`src/rtl/jtag_tap_fsm.sv`:
```
// jtag_tap_fsm
//   16-state TAP controller for the s9234 JTAG wrapper. State advances on
//   rising TCLK from TMS. The decoded controls are re-registered on falling
//   TCLK, so they are stable across the next rising edge seen by the
//   scan registers.
//
// Ports
//   TCLK      test clock
//   TRST      async active-high reset, forces Test-Logic-Reset
//   TMS       test mode select
//   clockdr   DR capture/shift clock (gated) or enable (GATE_CLOCKS=0)
//   shiftdr   Shift-DR flag
//   updatedr  DR update strobe, low half-cycle of Update-DR
//   clockir   IR capture/shift clock (gated) or enable (GATE_CLOCKS=0)
//   shiftir   Shift-IR flag
//   updateir  IR update strobe, low half-cycle of Update-IR
//   select    1 = IR column, steers the TDO mux
//   bs_en     TDO output enable
//   tlr       in Test-Logic-Reset, IR loads its default instruction
//   state     current state encoding
//
// state  | meaning
// TLR  F | test-logic-reset
// RTI  C | run-test/idle
// SEL_DR 7 / SEL_IR 4 | select-DR/IR-scan
// CAP_DR 6 / CAP_IR E | capture
// SH_DR  2 / SH_IR  A | shift
// EX1_DR 1 / EX1_IR 9 | exit1
// PAU_DR 3 / PAU_IR B | pause
// EX2_DR 0 / EX2_IR 8 | exit2
// UPD_DR 5 / UPD_IR D | update

module jtag_tap_fsm #(
  parameter bit GATE_CLOCKS = 1'b1
) (
  input  logic       TCLK,
  input  logic       TRST,
  input  logic       TMS,
  output logic       clockdr,
  output logic       shiftdr,
  output logic       updatedr,
  output logic       clockir,
  output logic       shiftir,
  output logic       updateir,
  output logic       select,
  output logic       bs_en,
  output logic       tlr,
  output logic [3:0] state
);

  typedef enum logic [3:0] {
    TLR    = 4'hF,
    RTI    = 4'hC,
    SEL_DR = 4'h7,
    CAP_DR = 4'h6,
    SH_DR  = 4'h2,
    EX1_DR = 4'h1,
    PAU_DR = 4'h3,
    EX2_DR = 4'h0,
    UPD_DR = 4'h5,
    SEL_IR = 4'h4,
    CAP_IR = 4'hE,
    SH_IR  = 4'hA,
    EX1_IR = 4'h9,
    PAU_IR = 4'hB,
    EX2_IR = 4'h8,
    UPD_IR = 4'hD
  } tap_state_e;

  tap_state_e state_q;

  logic shiftdr_q, shiftir_q, bs_en_q, select_q, tlr_q, en_dr, en_ir;

  // Ternary selects (not if/else) so an unknown TMS yields an unknown
  // next state instead of silently taking the TMS=0 branch.
  always_ff @(posedge TCLK or posedge TRST) begin
    if (TRST) begin
      state_q <= TLR;
    end else begin
      case (state_q)
        TLR:     state_q <= TMS ? TLR    : RTI;
        RTI:     state_q <= TMS ? SEL_DR : RTI;
        SEL_DR:  state_q <= TMS ? SEL_IR : CAP_DR;
        CAP_DR:  state_q <= TMS ? EX1_DR : SH_DR;
        SH_DR:   state_q <= TMS ? EX1_DR : SH_DR;
        EX1_DR:  state_q <= TMS ? UPD_DR : PAU_DR;
        PAU_DR:  state_q <= TMS ? EX2_DR : PAU_DR;
        EX2_DR:  state_q <= TMS ? UPD_DR : SH_DR;
        UPD_DR:  state_q <= TMS ? SEL_DR : RTI;
        SEL_IR:  state_q <= TMS ? TLR    : CAP_IR;
        CAP_IR:  state_q <= TMS ? EX1_IR : SH_IR;
        SH_IR:   state_q <= TMS ? EX1_IR : SH_IR;
        EX1_IR:  state_q <= TMS ? UPD_IR : PAU_IR;
        PAU_IR:  state_q <= TMS ? EX2_IR : PAU_IR;
        EX2_IR:  state_q <= TMS ? UPD_IR : SH_IR;
        UPD_IR:  state_q <= TMS ? SEL_DR : RTI;
        default: state_q <= TLR;
      endcase
    end
  end

  // Enables change only while TCLK is low, which keeps the gated clocks
  // glitch-free and the flags stable across the next rising edge.
  always_ff @(negedge TCLK or posedge TRST) begin
    if (TRST) begin
      shiftdr_q <= 1'b0;
      shiftir_q <= 1'b0;
      bs_en_q   <= 1'b0;
      select_q  <= 1'b0;
      tlr_q     <= 1'b1;
      en_dr     <= 1'b0;
      en_ir     <= 1'b0;
    end else begin
      shiftdr_q <= (state_q == SH_DR);
      shiftir_q <= (state_q == SH_IR);
      bs_en_q   <= (state_q == SH_DR) || (state_q == SH_IR);
      select_q  <= state_q inside {SEL_IR, CAP_IR, SH_IR, EX1_IR, PAU_IR, EX2_IR, UPD_IR};
      tlr_q     <= (state_q == TLR);
      en_dr     <= (state_q == CAP_DR) || (state_q == SH_DR);
      en_ir     <= (state_q == CAP_IR) || (state_q == SH_IR);
    end
  end

  generate
    if (GATE_CLOCKS) begin : g_gated
      assign clockdr = TCLK & en_dr;
      assign clockir = TCLK & en_ir;
    end else begin : g_level
      assign clockdr = en_dr;
      assign clockir = en_ir;
    end
  endgenerate

  assign updatedr = ~TCLK & (state_q == UPD_DR);
  assign updateir = ~TCLK & (state_q == UPD_IR);
  assign shiftdr  = shiftdr_q;
  assign shiftir  = shiftir_q;
  assign bs_en    = bs_en_q;
  assign select   = select_q;
  assign tlr      = tlr_q;
  assign state    = state_q;

endmodule
```
`config.mk`:
```
export PLATFORM = sky130hd
export DESIGN_NAME = jtag_tap_fsm
export DESIGN_NICKNAME = d
export VERILOG_FILES = /design/src/rtl/jtag_tap_fsm.sv
export SDC_FILE = /design/constraint.sdc
export NUM_CORES = 1
export LEC_CHECK = 0
export ABC_AREA = 1
export BUFFER_PORTS_ARGS = -buffer_cell sky130_fd_sc_hd__buf_2
export CORE_UTILIZATION = 35
export CTS_CLUSTER_DIAMETER = 150
export CTS_CLUSTER_SIZE = 20
export DETAILED_ROUTE_END_ITERATION = 6
export PLACE_DENSITY = 0.63
export SYNTH_ARGS = -nofsm -noshare
export SYNTH_HDL_FRONTEND = slang
export SYNTH_SLANG_ARGS = --single-unit
```
`constraint.sdc`:
```
create_clock -name TCLK -period 2.17 [get_ports TCLK]
set_clock_uncertainty 0.15 [all_clocks]
set_input_delay 0.1085 -clock TCLK [delete_from_list [all_inputs] [get_ports TCLK]]
set_output_delay 0.1085 -clock TCLK [all_outputs]
set_load 0.02 [all_outputs]
```
---- After elaboration in Yosys (flattened, before gate mapping) ----
Index checks and enable logic that the tools add are counted.
word-level totals
  input port bits ......................... 3
  output and inout bits ................... 13
  register bits after elaboration ......... 11
  word-level logic and storage cells ...... 49
operators by class
  bitwise operators ....................... 5
  equality and inequality tests ........... 15
  reduce and logical (&&, ||, !) cells .... 8
  muxes and demuxes ....................... 13
operator list
  operator                                                         count
  4-bit one-hot mux with 12 select lines                           1
  4-bit == test, second input constant                             8
  4-bit by 3-bit == test with 1-bit output, second input constant  4
  2-bit two-way mux                                                6
  3-bit two-way mux                                                4
  4-bit by 2-bit == test with 1-bit output, second input constant  2
  7-bit nonzero test                                               1
  1-bit bitwise AND                                                4
  4-bit by 1-bit == test with 1-bit output, second input constant  1
  4-bit zero test                                                  1
  4-bit two-way mux                                                1
  2-bit OR reduction                                               2
  1-bit logical OR                                                 3
  3-bit OR reduction                                               1
  1-bit two-way mux                                                1
  1-bit NOT                                                        1

---- Logic depth before layout (Yosys ltp) ----
  depth in word-level cells ............... 3
  mapped depth ............................ 6
  depth with buffers taken out ............ 6

==> metrics.md <==
| Metric | Value |
|---|---|
| Site Rows | `14` |
| Post-DP HPWL | `1170 um` |
| Total via count in the routed design | `732` |
| Min Hold Slack | `0.245 ns` |
| Vias per cell | `4.88` |
| CP required | `1.91 ns` |
| Syn Nets | `78` |
| Net load switching power | `836 uW` |
| Largest net degree at the start of global routing | `10` |
| I/O Buffers | `15` |
| Number of remaining DRC errors | `0` |
| N_diodes | `0` |
| Final Max Tran Viols | `0` |
| Share of cells above drive strength 1 | `0.597` |
| Final Setup Violations | `15` |
| Worst-path fanout max | `1` |
| Pint | `1.14 mW` |
| Kind of critical path | `flip-flop to output port` |
| Post-synth EDFFs | `0` |
| Combinational share of power | `0.605` |
| CP Cell Sequence | `buf_6` |
| Sequential Area | `282 um^2` |
| Switch share | `0.423` |
| Worst ir drop on vdd | `0.824 mV` |
| Final Hold Fails | `0` |
| Initial antenna violation count | `0` |
| Clk slew on worst S/H paths | `0.07 ns` |
| Die Height | `42.4 um` |
| Leading area contributor after synthesis | `dfrtn_1` |
| Met3 Wirelength | `72 um` |
| Post-DP Area | `822 um^2` |
| Origin of the worst setup path | `tlr$_DFF_NP1_` |
| Ports | `16` |
| DRT antenna net count | `0` |
| Startpoint types | `flip-flop` |
| End-of-flow core utilization | `0.738` |
| Arr. time, crit path | `2.17 ns` |
| Start of the worst register-to-register path | `state[0]$_DFF_PP1_` |
| Synth cell types | `17` |
| Wire per inst | `13.5 um` |
| Synthesized cell area | `572 um^2` |
| Max cap viols | `0` |
| Core Box Area | `1520 um^2` |
| Vias in the first global route | `732` |
| Worst path slowest cell | `dfstp_2` |
| Family with the most delay on the worst path | `flip-flops` |
| Failing checks | `negative setup slack` |
| Final wirelength | `2030 um` |
| Top-count cell post-synth | `nand2_1` |
| Seq pwr share | `0.217` |
| P&R area growth vs syn | `96.7%` |
| Area occupied by multi-input gates | `288 um^2` |
| Pre-antenna DRT Iters | `4` |
| Design area | `1120 um^2` |
| Syn avg cell area | `7.62 um^2` |
| Overall Global Routing Usage | `0.246` |
| Die Span X | `42.4 um` |
| Syn Inst Count | `75` |
| List of most frequent post-synthesis cells | `nand2_1, nor2_1, inv_1, dfrtn_1, dfstp_2` |
| Worst min path class | `input port to asynchronous set/reset pin` |
| Sequential area share after synthesis | `0.492` |
| Clock power frac | `0.178` |
| FF+latch count, synth | `11` |
| Setup TNS | `-1.40 ns` |
| Fillers | `114` |
| CP Capture Type | `output port` |
| DR WL met2 | `1120 um` |
| CP max stage delay | `0.52 ns` |
| Starting Density | `0.375` |
| Clock Latency Late Sink | `0.38 ns` |
| Iteration-0 DRC Markers | `19` |
| First-pass GRT wire length | `3060 um` |
| Post-route total power | `1.98 mW` |
| PwrDens | `1760 nW/um^2` |
| Ys Warns | `0` |
| Post-Route M1 WL | `769 um` |
| Top Metal Used | `met4` |
| Share of synthesized flip-flops with an asynchronous set or reset | `1.00` |
| Setup WS pre-CTS | `-0.0830 ns` |
| Total Nets Final | `137` |
| TritonCTS clock tree | `built` |
| Relative slew slack | `0.864` |
| WP buf/inv | `1` |
| Status | `finished, violations left` |
| Synth top area share | `0.263` |
| Cell leakage power | `0.613 nW` |
| Worst Max-Slew Pin Slew | `0.204 ns` |
| GP Congestion | `0.862` |
| Worst setup slack after layout | `-0.259 ns` |
| Die area | `1800 um^2` |
| Global route overflow | `0` |
| Final instance count without filler cells | `150` |
| RSZ-0062 raised after global routing | `yes` |
| Synth top area cells | `dfrtn_1, dfstp_2, nand2_1, nor2_1, inv_1` |
| Placed cell count | `124` |
| Top_reg_cell synth | `dfrtn_1` |
[metal layers]
layer	track usage	vias up
met1	0.249	351
met4	0.250	0
met2	0.357	23
li1	-	350
met3	0.116	8
met5	0	-
[power by group through the flow]
stage	Clock (mW)	Sequential, mW	Combinational (mW)
floorplan	0.0420	0.506	0.335
finish	0.351	0.428	1.20
CTS	0.352	0.415	1.01
detailed placement	0.0565	0.413	0.807
global route	0.388	0.439	1.28
global placement	0.0565	0.408	0.795
[path summary, 6_finish.rpt]
path                       depth (start not counted)                 end  slack (ns)
min in group TCLK                                  4            updateir        0.38
hold / removal                                     3  state[0]$_DFF_PP1_        0.24
hold reg to reg                                    3  state[3]$_DFF_PP1_        0.58
setup / recovery                                   1                 tlr       -0.26
setup reg to reg                                   5    select$_DFF_NP0_       -0.12
max in group asynchronous                          4     en_ir$_DFF_NP0_        0.50
[tightest hold or removal path, cell delays in order]
cell and delay (ns):
dlygate4sd3_1 0.53, buf_2 0.12, inv_1 0.16
[logic make-up (layout without fill, tap and decap cells)]
family	after synthesis	count (layout)	share of synthesized area
simple gates	45	45	0.363
compound gates	5	5	0.0459
flops	11	11	0.492
buf+inv	14	73	0.0985
[what timing repair did]
item                                    in CTS  in global routing
pin swaps                                    4                  1
endpoints found under the setup margin      13                 16
gates resized for setup                     20                 12
endpoints found under the hold margin        7                  0
hold buffers                                 2                  0
buffers inserted                            10                  6
[cell type report]
| cell class | instances | share of cell area |
|---|---|---|
| Sequential cell | 11 | 0.250 |
| Timing Repair Buffer | 47 | 0.348 |
| Inverter | 10 | 0.0356 |
| Tap cell | 16 | 0.0178 |
| Clock inverter | 4 | 0.0133 |
| Clock buffer | 12 | 0.0790 |
| Multi-Input combinational cell | 50 | 0.256 |
[state kept, by name (all words and copies together), names as in the netlist]
signal / flops
shiftir: 1
en_dr: 1
shiftdr: 1
state: 4
en_ir: 1
bs_en: 1
tlr: 1
select: 1
[cell usage in the layout, fill, tap and decap left out]
cell type and n:
a21oi_1 3, a31oi_1 1, buf_2 8, buf_4 26, buf_6 15, clkbuf_1 1
clkbuf_4 7, dfrtn_1 6, dfstp_2 5, dlygate4sd3_1 2, inv_1 9, inv_2 4
inv_4 1, nand2_1 15, nand2_2 2, nand2_4 1, nand2_8 1, nand3_1 3
nand3_2 1, nand4_1 4, nor2_1 8, nor2_2 5, nor2_4 4, nor3_1 1
o21ai_0 1
Power figures use the tool's default switching activity.
